<file path="src/rtl/mkio_line_select.sv">
// mkio_line_select
//   Selects between the main (A) and reserve (B) line pairs of a dual-redundant
//   Manchester bus. Incoming line pairs are synchronized (and optionally
//   deglitched); the first channel showing activity is locked and routed to
//   the receiver. While the transmitter is busy, its Manchester pair is routed
//   to the last locked channel only. A short guard time after transmission
//   ends keeps the lines owned before returning to IDLE.
//
//   Build option: define MKIO_GLITCH_FILTER_EN to add a 3-sample glitch filter
//   after the synchronizers (input-to-DI latency 5 clocks instead of 2).
//
// Ports
//   clk, reset                 : system clock, asynchronous active-high reset
//   DI1A/DI0A, DI1B/DI0B       : raw receive lines, channel A and channel B
//   DI1/DI0                    : selected filtered pair to the receiver
//   DO1/DO0, tx_busy           : transmitter Manchester pair and busy flag
//   DO1A/DO0A, DO1B/DO0B       : per-channel transmit pairs
//   RX_STROB_A/B               : 1 = receiver enabled on that channel
//   TX_INHIBIT_A/B             : 1 = transmitter inhibited on that channel
//   chan_b                     : last locked channel (0 = A, 1 = B)
//   chan_active                : a channel is locked or transmitting
//   chan_conflict              : one-cycle pulse, activity on the unlocked channel
`timescale 1ns/1ps
module mkio_line_select (
  input  logic clk,
  input  logic reset,
  input  logic DI1A,
  input  logic DI0A,
  input  logic DI1B,
  input  logic DI0B,
  output logic DI1,
  output logic DI0,
  input  logic DO1,
  input  logic DO0,
  input  logic tx_busy,
  output logic DO1A,
  output logic DO0A,
  output logic DO1B,
  output logic DO0B,
  output logic RX_STROB_A,
  output logic RX_STROB_B,
  output logic TX_INHIBIT_A,
  output logic TX_INHIBIT_B,
  output logic chan_b,
  output logic chan_active,
  output logic chan_conflict
);

  typedef enum logic [1:0] {S_IDLE, S_LOCK_A, S_LOCK_B, S_TX} state_t;

  // The 63rd consecutive quiet clock releases a lock; the 15th clock after
  // tx_busy falls ends the guard time. Transitions fire on the clock at which
  // the counter would reach its terminal count.
  localparam logic [5:0] QUIET_LAST = 6'd62;
  localparam logic [3:0] GUARD_LAST = 4'd14;

  // Line bit order: [3]=A1 [2]=A0 [1]=B1 [0]=B0
  logic [3:0] w_raw;
  logic [3:0] r_sync_p0;
  logic [3:0] r_sync_p1;
  logic [3:0] w_filt;
  logic [3:0] r_filt_prev;
  logic       w_act_a;
  logic       w_act_b;
  logic       w_act_own;

  state_t     r_state;
  logic [5:0] r_qcnt;
  logic [3:0] r_gcnt;

  assign w_raw = {DI1A, DI0A, DI1B, DI0B};

  // Stage p0/p1: two-flop synchronizer
  always_ff @(posedge clk or posedge reset) begin
    if (reset) begin
      r_sync_p0 <= '0;
      r_sync_p1 <= '0;
    end else begin
      r_sync_p0 <= w_raw;
      r_sync_p1 <= r_sync_p0;
    end
  end

`ifdef MKIO_GLITCH_FILTER_EN
  // Stage p2..p4: a line only takes a new value once the synchronizer output
  // and the two previous samples agree, so pulses of 1-2 clocks never pass.
  logic [3:0] r_hist_p2;
  logic [3:0] r_hist_p3;
  logic [3:0] r_filt_p4;
  logic [3:0] w_stable;

  assign w_stable = ~(r_sync_p1 ^ r_hist_p2) & ~(r_sync_p1 ^ r_hist_p3);

  always_ff @(posedge clk or posedge reset) begin
    if (reset) begin
      r_hist_p2 <= '0;
      r_hist_p3 <= '0;
      r_filt_p4 <= '0;
    end else begin
      r_hist_p2 <= r_sync_p1;
      r_hist_p3 <= r_hist_p2;
      r_filt_p4 <= (r_sync_p1 & w_stable) | (r_filt_p4 & ~w_stable);
    end
  end

  assign w_filt = r_filt_p4;
`else
  assign w_filt = r_sync_p1;
`endif

  // Activity: any filtered line of a channel changed on the last clock
  always_ff @(posedge clk or posedge reset) begin
    if (reset) r_filt_prev <= '0;
    else       r_filt_prev <= w_filt;
  end

  assign w_act_a   = |(w_filt[3:2] ^ r_filt_prev[3:2]);
  assign w_act_b   = |(w_filt[1:0] ^ r_filt_prev[1:0]);
  assign w_act_own = (r_state == S_LOCK_A) ? w_act_a : w_act_b;

  // Line-selection FSM with registered status outputs
  always_ff @(posedge clk or posedge reset) begin
    if (reset) begin
      r_state       <= S_IDLE;
      r_qcnt        <= '0;
      r_gcnt        <= '0;
      chan_b        <= 1'b0;
      chan_active   <= 1'b0;
      chan_conflict <= 1'b0;
      RX_STROB_A    <= 1'b1;
      RX_STROB_B    <= 1'b1;
      TX_INHIBIT_A  <= 1'b1;
      TX_INHIBIT_B  <= 1'b1;
    end else begin
      chan_conflict <= ((r_state == S_LOCK_A) && w_act_b) ||
                       ((r_state == S_LOCK_B) && w_act_a);
      case (r_state)
        S_IDLE, S_LOCK_A, S_LOCK_B: begin
          if (tx_busy) begin
            // Transmit on the channel held in chan_b; it is not changed here.
            r_state      <= S_TX;
            r_gcnt       <= '0;
            r_qcnt       <= '0;
            chan_active  <= 1'b1;
            RX_STROB_A   <= 1'b0;
            RX_STROB_B   <= 1'b0;
            TX_INHIBIT_A <= chan_b;
            TX_INHIBIT_B <= ~chan_b;
          end else if (r_state == S_IDLE) begin
            r_qcnt <= '0;
            if (w_act_a) begin
              r_state     <= S_LOCK_A;
              chan_b      <= 1'b0;
              chan_active <= 1'b1;
            end else if (w_act_b) begin
              r_state     <= S_LOCK_B;
              chan_b      <= 1'b1;
              chan_active <= 1'b1;
            end
          end else if (w_act_own) begin
            r_qcnt <= '0;
          end else if (r_qcnt == QUIET_LAST) begin
            r_state     <= S_IDLE;
            r_qcnt      <= '0;
            chan_active <= 1'b0;
          end else begin
            r_qcnt <= r_qcnt + 6'd1;
          end
        end
        S_TX: begin
          if (tx_busy) begin
            r_gcnt <= '0;
          end else if (r_gcnt == GUARD_LAST) begin
            r_state      <= S_IDLE;
            r_gcnt       <= '0;
            chan_active  <= 1'b0;
            RX_STROB_A   <= 1'b1;
            RX_STROB_B   <= 1'b1;
            TX_INHIBIT_A <= 1'b1;
            TX_INHIBIT_B <= 1'b1;
          end else begin
            r_gcnt <= r_gcnt + 4'd1;
          end
        end
        default: r_state <= S_IDLE;
      endcase
    end
  end

  // Receive mux: locked channel, OR of both while idle, silent while sending
  always_comb begin
    DI1 = 1'b0;
    DI0 = 1'b0;
    case (r_state)
      S_IDLE: begin
        DI1 = w_filt[3] | w_filt[1];
        DI0 = w_filt[2] | w_filt[0];
      end
      S_LOCK_A: begin
        DI1 = w_filt[3];
        DI0 = w_filt[2];
      end
      S_LOCK_B: begin
        DI1 = w_filt[1];
        DI0 = w_filt[0];
      end
      default: begin
        DI1 = 1'b0;
        DI0 = 1'b0;
      end
    endcase
  end

  // Transmit mux is gated by the asynchronously reset state register, so a
  // reset during transmission silences the lines without waiting for a clock.
  assign DO1A = (r_state == S_TX) && !chan_b && DO1;
  assign DO0A = (r_state == S_TX) && !chan_b && DO0;
  assign DO1B = (r_state == S_TX) &&  chan_b && DO1;
  assign DO0B = (r_state == S_TX) &&  chan_b && DO0;

endmodule

</file>
<file path="config.mk">
export PLATFORM = sky130hd
export DESIGN_NAME = mkio_line_select
export DESIGN_NICKNAME = d
export VERILOG_FILES = /design/src/rtl/mkio_line_select.sv
export SDC_FILE = /design/constraint.sdc
export NUM_CORES = 1
export LEC_CHECK = 0
export BUFFER_PORTS_ARGS = -buffer_cell sky130_fd_sc_hd__buf_2
export CAP_MARGIN = 30
export CORE_ASPECT_RATIO = 1.5
export CORE_MARGIN = 1.5
export CORE_UTILIZATION = 55
export CTS_CLUSTER_SIZE = 14
export DETAILED_ROUTE_END_ITERATION = 12
export GPL_TIMING_DRIVEN = 0
export PLACE_DENSITY = 0.78
export SKIP_LAST_GASP = 1
export SLEW_MARGIN = 20
export SYNTH_ARGS = -nofsm -noshare
export SYNTH_HDL_FRONTEND = slang
export SYNTH_SLANG_ARGS = --single-unit
</file>
<file path="constraint.sdc">
create_clock -name clk -period 2 [get_ports clk]
set_input_delay 0.1 -clock clk [delete_from_list [all_inputs] [get_ports clk]]
set_output_delay 0.1 -clock clk [all_outputs]
set_load 0.01 [all_outputs]
</file>
==> results of run 1 <==
## final timing paths
check                      cells past startpoint  slack (ns)                        to
hold / removal                                 4        0.11    RX_STROB_B$_DFFE_PP1P_
max in group asynchronous                      4        1.11  TX_INHIBIT_B$_DFFE_PP1P_
min in group asynchronous                      3        0.31     r_gcnt[0]$_DFFE_PP0P_
setup / recovery                               6        0.08   chan_active$_DFFE_PP0P_
hold reg to reg                                0        0.36    r_sync_p1[0]$_DFF_PP0_
setup reg to reg                               6        0.08   chan_active$_DFFE_PP0P_
## worst reg2reg max path, delay by kind of cell, from the launching register on
kind	cells	cell delay, ns
flip-flops	1	0.42
buffers and inverters	2	0.36
multiplexers	1	0.33
adder cells (fa/ha/maj)	1	0.30
AO/OA/AOI/OAI	1	0.30
AND/OR/NAND/NOR	1	0.10
## timing repair
action / CTS / global route
buffers inserted: 0 / 2
pin swaps: 0 / 1
hold buffers: 5 / 0
setup endpoints to repair: 5 / 5
hold endpoints to repair: 13 / 0
resized for setup: 2 / 8
## logic make-up after synthesis
family | count (synthesis) | synth area share, %
DFF | 30 | 52.44
adders and majority gates | 9 | 7.826
and+or+nand+nor | 35 | 11.74
buffers and inverters | 15 | 4.174
AOI/OAI and AO/OA | 38 | 18.17
xor gates and xnor gates | 4 | 2.435
muxes | 4 | 3.217
## state kept, by name (all words and copies together), names as in the netlist
signal	flops
chan_b	1
RX_STROB_B	1
r_filt_prev	4
r_sync_p1	4
r_sync_p0	4
r_qcnt	6
chan_conflict	1
r_state	2
chan_active	1
r_gcnt	4
TX_INHIBIT_B	1
TX_INHIBIT_A	1
## per-stage QoR
step	cell area, um2	power, mW	worst slack, ns	cells
6_report	1739	2.042	0.08081	196
5_1_grt	1739	2.185	-0.01902	196
4_1_cts	1704	1.980	-0.03069	194
3_5_place_dp	1589	1.596	-0.1188	181
3_3_place_gp	1574	1.553	-0.06987	180
2_1_floorplan	1439	1.360	0.1521	135
## metal layers
layer	track usage (%)	part of all wire [%]	up-vias
met3	8.242	3.7	5
met4	10.23	1.6	0
met5	0	0	-
met1	25.23	38	553
met2	39.13	57	22
li1	-	-	545
## power groups by stage
stage	registers (mW)	logic, mW	clock network [mW]
final	0.808	0.864	0.370
after global placement	0.808	0.745	0
after floorplan	0.825	0.535	0
after detailed placement	0.816	0.780	0
after CTS	0.804	0.798	0.377
after global routing	0.824	0.951	0.410
## cells in the mapped netlist, types with 2 or more instances
cell	number	area, um2
dfrtp_1	27	675.7
a21oi_1	11	55.05
inv_1	11	41.29
o21ai_0	11	55.05
nor2_1	10	37.54
ha_1	9	112.6
nand2_1	8	30.03
nand3_1	6	30.03
and3_1	5	31.28
a31oi_1	4	25.02
xnor2_1	4	35.03
clkbuf_1	3	11.26
dfstp_2	3	78.83
a22o_1	2	17.52
mux2i_1	2	20.02
nand3b_1	2	15.01
o221ai_1	2	17.52
## layout make-up
| cell class | instances | share of cell area, % |
|---|---|---|
| buffer | 4 | 1.295 |
| timing repair buffer | 29 | 10.65 |
| clock buffer | 7 | 3.165 |
| clock inverter | 1 | 0.2878 |
| tap | 24 | 1.727 |
| inverter | 11 | 2.374 |
| multi-input combinational | 90 | 37.12 |
| sequential | 30 | 43.38 |
==> impl_metrics.json, run 1 <==
{
  "outcome": "finished, final reports clean",
  "synth_flop_cell": "dfrtp_1",
  "grtUsageTotal_pct": 23.19,
  "max_slew_margin_pct": 68.58,
  "grt_pass1_vias": 1080,
  "min_from": "tx_busy",
  "yosysWarnings": 0,
  "cp-start-kind": "flip-flop",
  "crit_chain": "ha_1, inv_1, clkbuf_4, nor2_1, a311oi_4, mux2_4",
  "die_h_um": 65.65,
  "crit_required_ns": 2.21,
  "min_period_ns": 1.919,
  "grt_max_degree": 21,
  "cts-buffers-inserted": 5,
  "fp.coreArea_um2": 2477,
  "place.gp.congestion": 0.8421,
  "drv_cap": 0,
  "vias": 1125,
  "async_reset_ff_share_pct": 100.0,
  "ant_nets": 0,
  "whs_ns": 0.1061,
  "path_delay_family": "flip-flops",
  "root_buffer": "clkbuf_4",
  "cp_num_buf_inv": 2,
  "syn_inst": 135,
  "antenna_found_initial": 0,
  "internal_power_mw": 1.285,
  "initial_core_util_pct": 58.08,
  "die_area_um2": 2938,
  "multi_input_area_um2": 645.6,
  "clkTransAtPathRegs_ns": 0.10,
  "via_per_inst": 5.740,
  "synth-seq-cells": 30,
  "fillCellCount": 190,
  "hold_violations": 0,
  "powerDensity_nw_per_um2": 1174,
  "seqPwrFrac_pct": 39.6,
  "path_class": "reg2reg",
  "io_buffers": 21,
  "overflow": 0,
  "crit-reg2reg-launch": "r_state[0]$_DFFE_PP0P_",
  "p_leak_nw": 0.8319,
  "cts_buffer_depth": 2,
  "hp-class": "in2reg",
  "antenna-diode-count": 0,
  "cts_max_level": 2,
  "fp.dieW_um": 44.76,
  "setup_tns_ns": 0,
  "synth_edf_count": 0,
  "crit_path_max_fanout": 10,
  "synth_cell_types": 32,
  "setup_viol": 0,
  "drc": 0,
  "clkSinkCount": 30,
  "layout-drive-gt1-share_pct": 27.33,
  "avgSynthCellArea_um2": 10.66,
  "cpMaxStageDelayCell": "dfrtp_1",
  "wirelength_um": 2901,
  "firstDrtPassIters": 4,
  "drt_first_iter_violations": 15,
  "power_frac_clock_pct": 18.1,
  "cp.arrival_ns": 2.13,
  "pin_count": 22,
  "layout.nets": 189,
  "fmax_mhz": 521.1,
  "postLayoutCoreUtil_pct": 70.20,
  "syn-num-nets": 153,
  "drv_slew": 0,
  "p_sw_share_pct": 37.08,
  "synth_area_um2": 1439,
  "ys_seq_area_share_pct": 52.43,
  "cts_tree": "yes",
  "row_count": 22,
  "hpwlAfterDp_um": 2149,
  "area_growth_pct": 20.87,
  "worstSetupStartpoint": "r_state[0]$_DFFE_PP0P_",
  "cp-end-kind": "flip-flop",
  "final_common_cell": "dfrtp_1",
  "p_switching_uw": 757.3,
  "worst_slew_pin_slew_ns": 0.4708,
  "max_stage_delay_ns": 0.42,
  "clk_latency_ns": 0.33,
  "comb_power_share_pct": 42.3,
  "grt_pass1_wl_um": 4712,
  "seq_area_um2": 754.5,
  "fin_crit_sh_pct": 95.96,
  "finClkSkew_ns": 0.01139,
  "layout_common_cells": "27 x dfrtp_1, 21 x buf_2, 11 x o21ai_0",
  "wl_per_cell_um": 14.80,
  "ir_drop_mv": 0.7576
}
Note: power is estimated with default switching activity, not from simulation.
==> run 2: changes to the inputs <==
--- a/config.mk
+++ b/config.mk
@@ -5,15 +5,16 @@
 export SDC_FILE = /design/constraint.sdc
 export NUM_CORES = 1
 export LEC_CHECK = 0
+export ABC_AREA = 1
 export BUFFER_PORTS_ARGS = -buffer_cell sky130_fd_sc_hd__buf_2
 export CAP_MARGIN = 30
 export CORE_ASPECT_RATIO = 1.5
 export CORE_MARGIN = 1.5
-export CORE_UTILIZATION = 55
+export CORE_UTILIZATION = 27
 export CTS_CLUSTER_SIZE = 14
 export DETAILED_ROUTE_END_ITERATION = 12
 export GPL_TIMING_DRIVEN = 0
-export PLACE_DENSITY = 0.78
+export PLACE_DENSITY = 0.44
 export SKIP_LAST_GASP = 1
 export SLEW_MARGIN = 20
 export SYNTH_ARGS = -nofsm -noshare
==> impl_metrics.json, run 2 <==
{
  "synth_area_um2": 1587,
  "finClkSkew_ns": 0.002848,
  "synth_edf_count": 0,
  "cp_common_cell": "inv_1",
  "yosysMostFrequentCell": "nand2_1",
  "vias": 1202,
  "path_delay_family": "flip-flops",
  "layout_common_cells": "46 x nand2_1, 27 x dfrtp_1, 23 x inv_1",
  "setup_tns_ns": 0,
  "syn-num-nets": 197,
  "ant_nets": 0,
  "top_register": "r_qcnt",
  "crit_required_ns": 1.90,
  "cts.repair.resized": 0,
  "rsz0062_at_grt": "no",
  "cp-start-kind": "flip-flop",
  "path_class": "reg2out",
  "cp_num_buf_inv": 3,
  "synth-seq-cells": 30,
  "outcome": "finished, final reports clean",
  "power_mw": 2.146,
  "wirelength_um": 3014,
  "fp.dieW_um": 65.59,
  "via_per_inst": 4.218,
  "clk_latency_ns": 0.28,
  "drv_slew": 0,
  "layout.nets": 230,
  "powerDensity_nw_per_um2": 1105,
  "synth_flop_cell": "dfrtp_1",
  "drv_cap": 0,
  "overflow": 0,
  "cts_tree": "yes",
  "dpl.cell_count": 272,
  "worst_slew_pin_slew_ns": 0.6490,
  "drt_first_iter_violations": 14,
  "min_period_ns": 1.696,
  "synth_cell_types": 30,
  "min_from": "tx_busy",
  "clkTransAtPathRegs_ns": 0.06,
  "hold_violations": 0,
  "area_growth_pct": 22.40,
  "setup_viol": 0,
  "fmax_mhz": 589.8,
  "grt_pass1_vias": 1208,
  "syn_inst": 179,
  "fp.coreArea_um2": 5743,
  "clkSinkCount": 30,
  "max_stage_delay_ns": 0.40,
  "grtUsageTotal_pct": 11.10,
  "cp-end-kind": "output pin",
  "synth_common_cells": "46 x nand2_1, 27 x dfrtp_1, 24 x inv_1",
  "drc": 0,
  "ir_drop_mv": 0.2718,
  "firstDrtPassIters": 4,
  "worstSetupStartpoint": "r_state[0]$_DFFE_PP0P_",
  "cts_buffer_depth": 2,
  "largest_reg_flops": 6,
  "avgSynthCellArea_um2": 8.863,
  "grt_max_degree": 31,
  "ys_seq_area_share_pct": 47.56,
  "cts-buffers-inserted": 5,
  "wl_per_cell_um": 10.58,
  "stdcell_count": 285,
  "hpwlAfterDp_um": 2202,
  "p_leak_nw": 0.9911,
  "yosysTopAreaCell": "dfrtp_1",
  "layout-drive-gt1-share_pct": 25.35,
  "crit-reg2reg-launch": "r_state[0]$_DFFE_PP0P_",
  "cts_max_level": 2,
  "grt_pass1_wl_um": 5395,
  "fin_crit_sh_pct": 84.78,
  "row_count": 34,
  "io_buffers": 21,
  "crit_path_max_fanout": 4,
  "place.gp.congestion": 0.7364,
  "hp-class": "in2reg",
  "synth.top_cell.area_share_pct": 42.59,
  "root_buffer": "clkbuf_8",
  "cpMaxStageDelayCell": "dfrtp_1",
  "initial_core_util_pct": 27.63,
  "antenna_found_initial": 0,
  "pin_count": 22,
  "die_area_um2": 6354,
  "yosys-top-cells-area": "dfrtp_1 43%, nand2_1 11%, ha_1 7.1%, inv_1 5.7%, dfstp_2 5.0%",
  "antenna-diode-count": 0,
  "final_common_cell": "nand2_1",
  "max_slew_margin_pct": 56.67,
  "yosysWarnings": 0,
  "die_h_um": 96.88,
  "cp.arrival_ns": 1.60,
  "async_reset_ff_share_pct": 100.0,
  "crit_chain": "inv_1, ha_1, inv_1, nand2_1, a22oi_1, nor2_1, buf_2"
}
[run 2: kinds of logic after synthesis]
group	after synthesis	synth area share, %
fa+ha+maj	9	7.098
simple gates	86	25.71
xor+xnor	7	3.864
compound gates	16	6.861
buf+inv	31	8.912
flops	30	47.56
[run 2: worst paths after layout]
check                                         end  slack [ns]  depth (start not counted)
max in group asynchronous   r_qcnt[5]$_DFFE_PP0N_        1.12                          3
setup reg to reg            r_qcnt[5]$_DFFE_PP0N_        0.48                          8
hold / removal             RX_STROB_B$_DFFE_PP1P_        0.20                          4
min in group asynchronous  r_sync_p0[1]$_DFF_PP0_        0.46                          3
setup / recovery                              DI1        0.30                          7
hold reg to reg            r_sync_p1[3]$_DFF_PP0_        0.35                          0
[run 2: final cells by class]
| class | instances | area [um2] |
|---|---|---|
| Timing Repair Buffer | 26 | 155.1 |
| Multi-Input combinational cell | 118 | 690.7 |
| Buffer | 3 | 33.78 |
| Clock buffer | 8 | 110.1 |
| Tap cell | 72 | 90.09 |
| Inverter | 28 | 107.6 |
| Fill cell | 605 | 3801 |
| Sequential cell | 30 | 754.5 |
[run 2: report_power, final]
part | switching [mW] | internal [mW]
combinational | 0.464 | 0.306
sequential | 0.0789 | 0.718
clock | 0.232 | 0.347
[run 2: repair_timing]
item                                   in CTS  in global routing
setup buffers                               0                  0
hold buffers                                5                  0
endpoints found under the hold margin      31                  0
[run 2: worst min-delay path: cells and delay by family]
kind,cells,cell delay [ns]
buf+inv,2,0.24
simple gates,2,0.13
[run 2: per-stage QoR]
step                utilization (%)  setup slack (ns)  hold slack (ns)  area [um2]
floorplan                         -            0.6216           0.1314        1587
global placement              31.02            0.4834           0.2082        1782
finish                        33.81            0.3044           0.1971        1942
global route                  33.81            0.1672           0.2262        1942
detailed placement            31.02            0.4780           0.2093        1782
CTS                           33.81            0.2780           0.1943        1942
[run 2: layer usage]
| metal | share of wire, % | wire, um | GRT usage (%) |
|---|---|---|---|
| met3 | 2.8 | 84 | 2.558 |
| met2 | 48 | 1454 | 18.37 |
| met5 | 0 | 0 | 0 |
| met1 | 46 | 1385 | 12.64 |
| met4 | 3.0 | 89 | 6.731 |
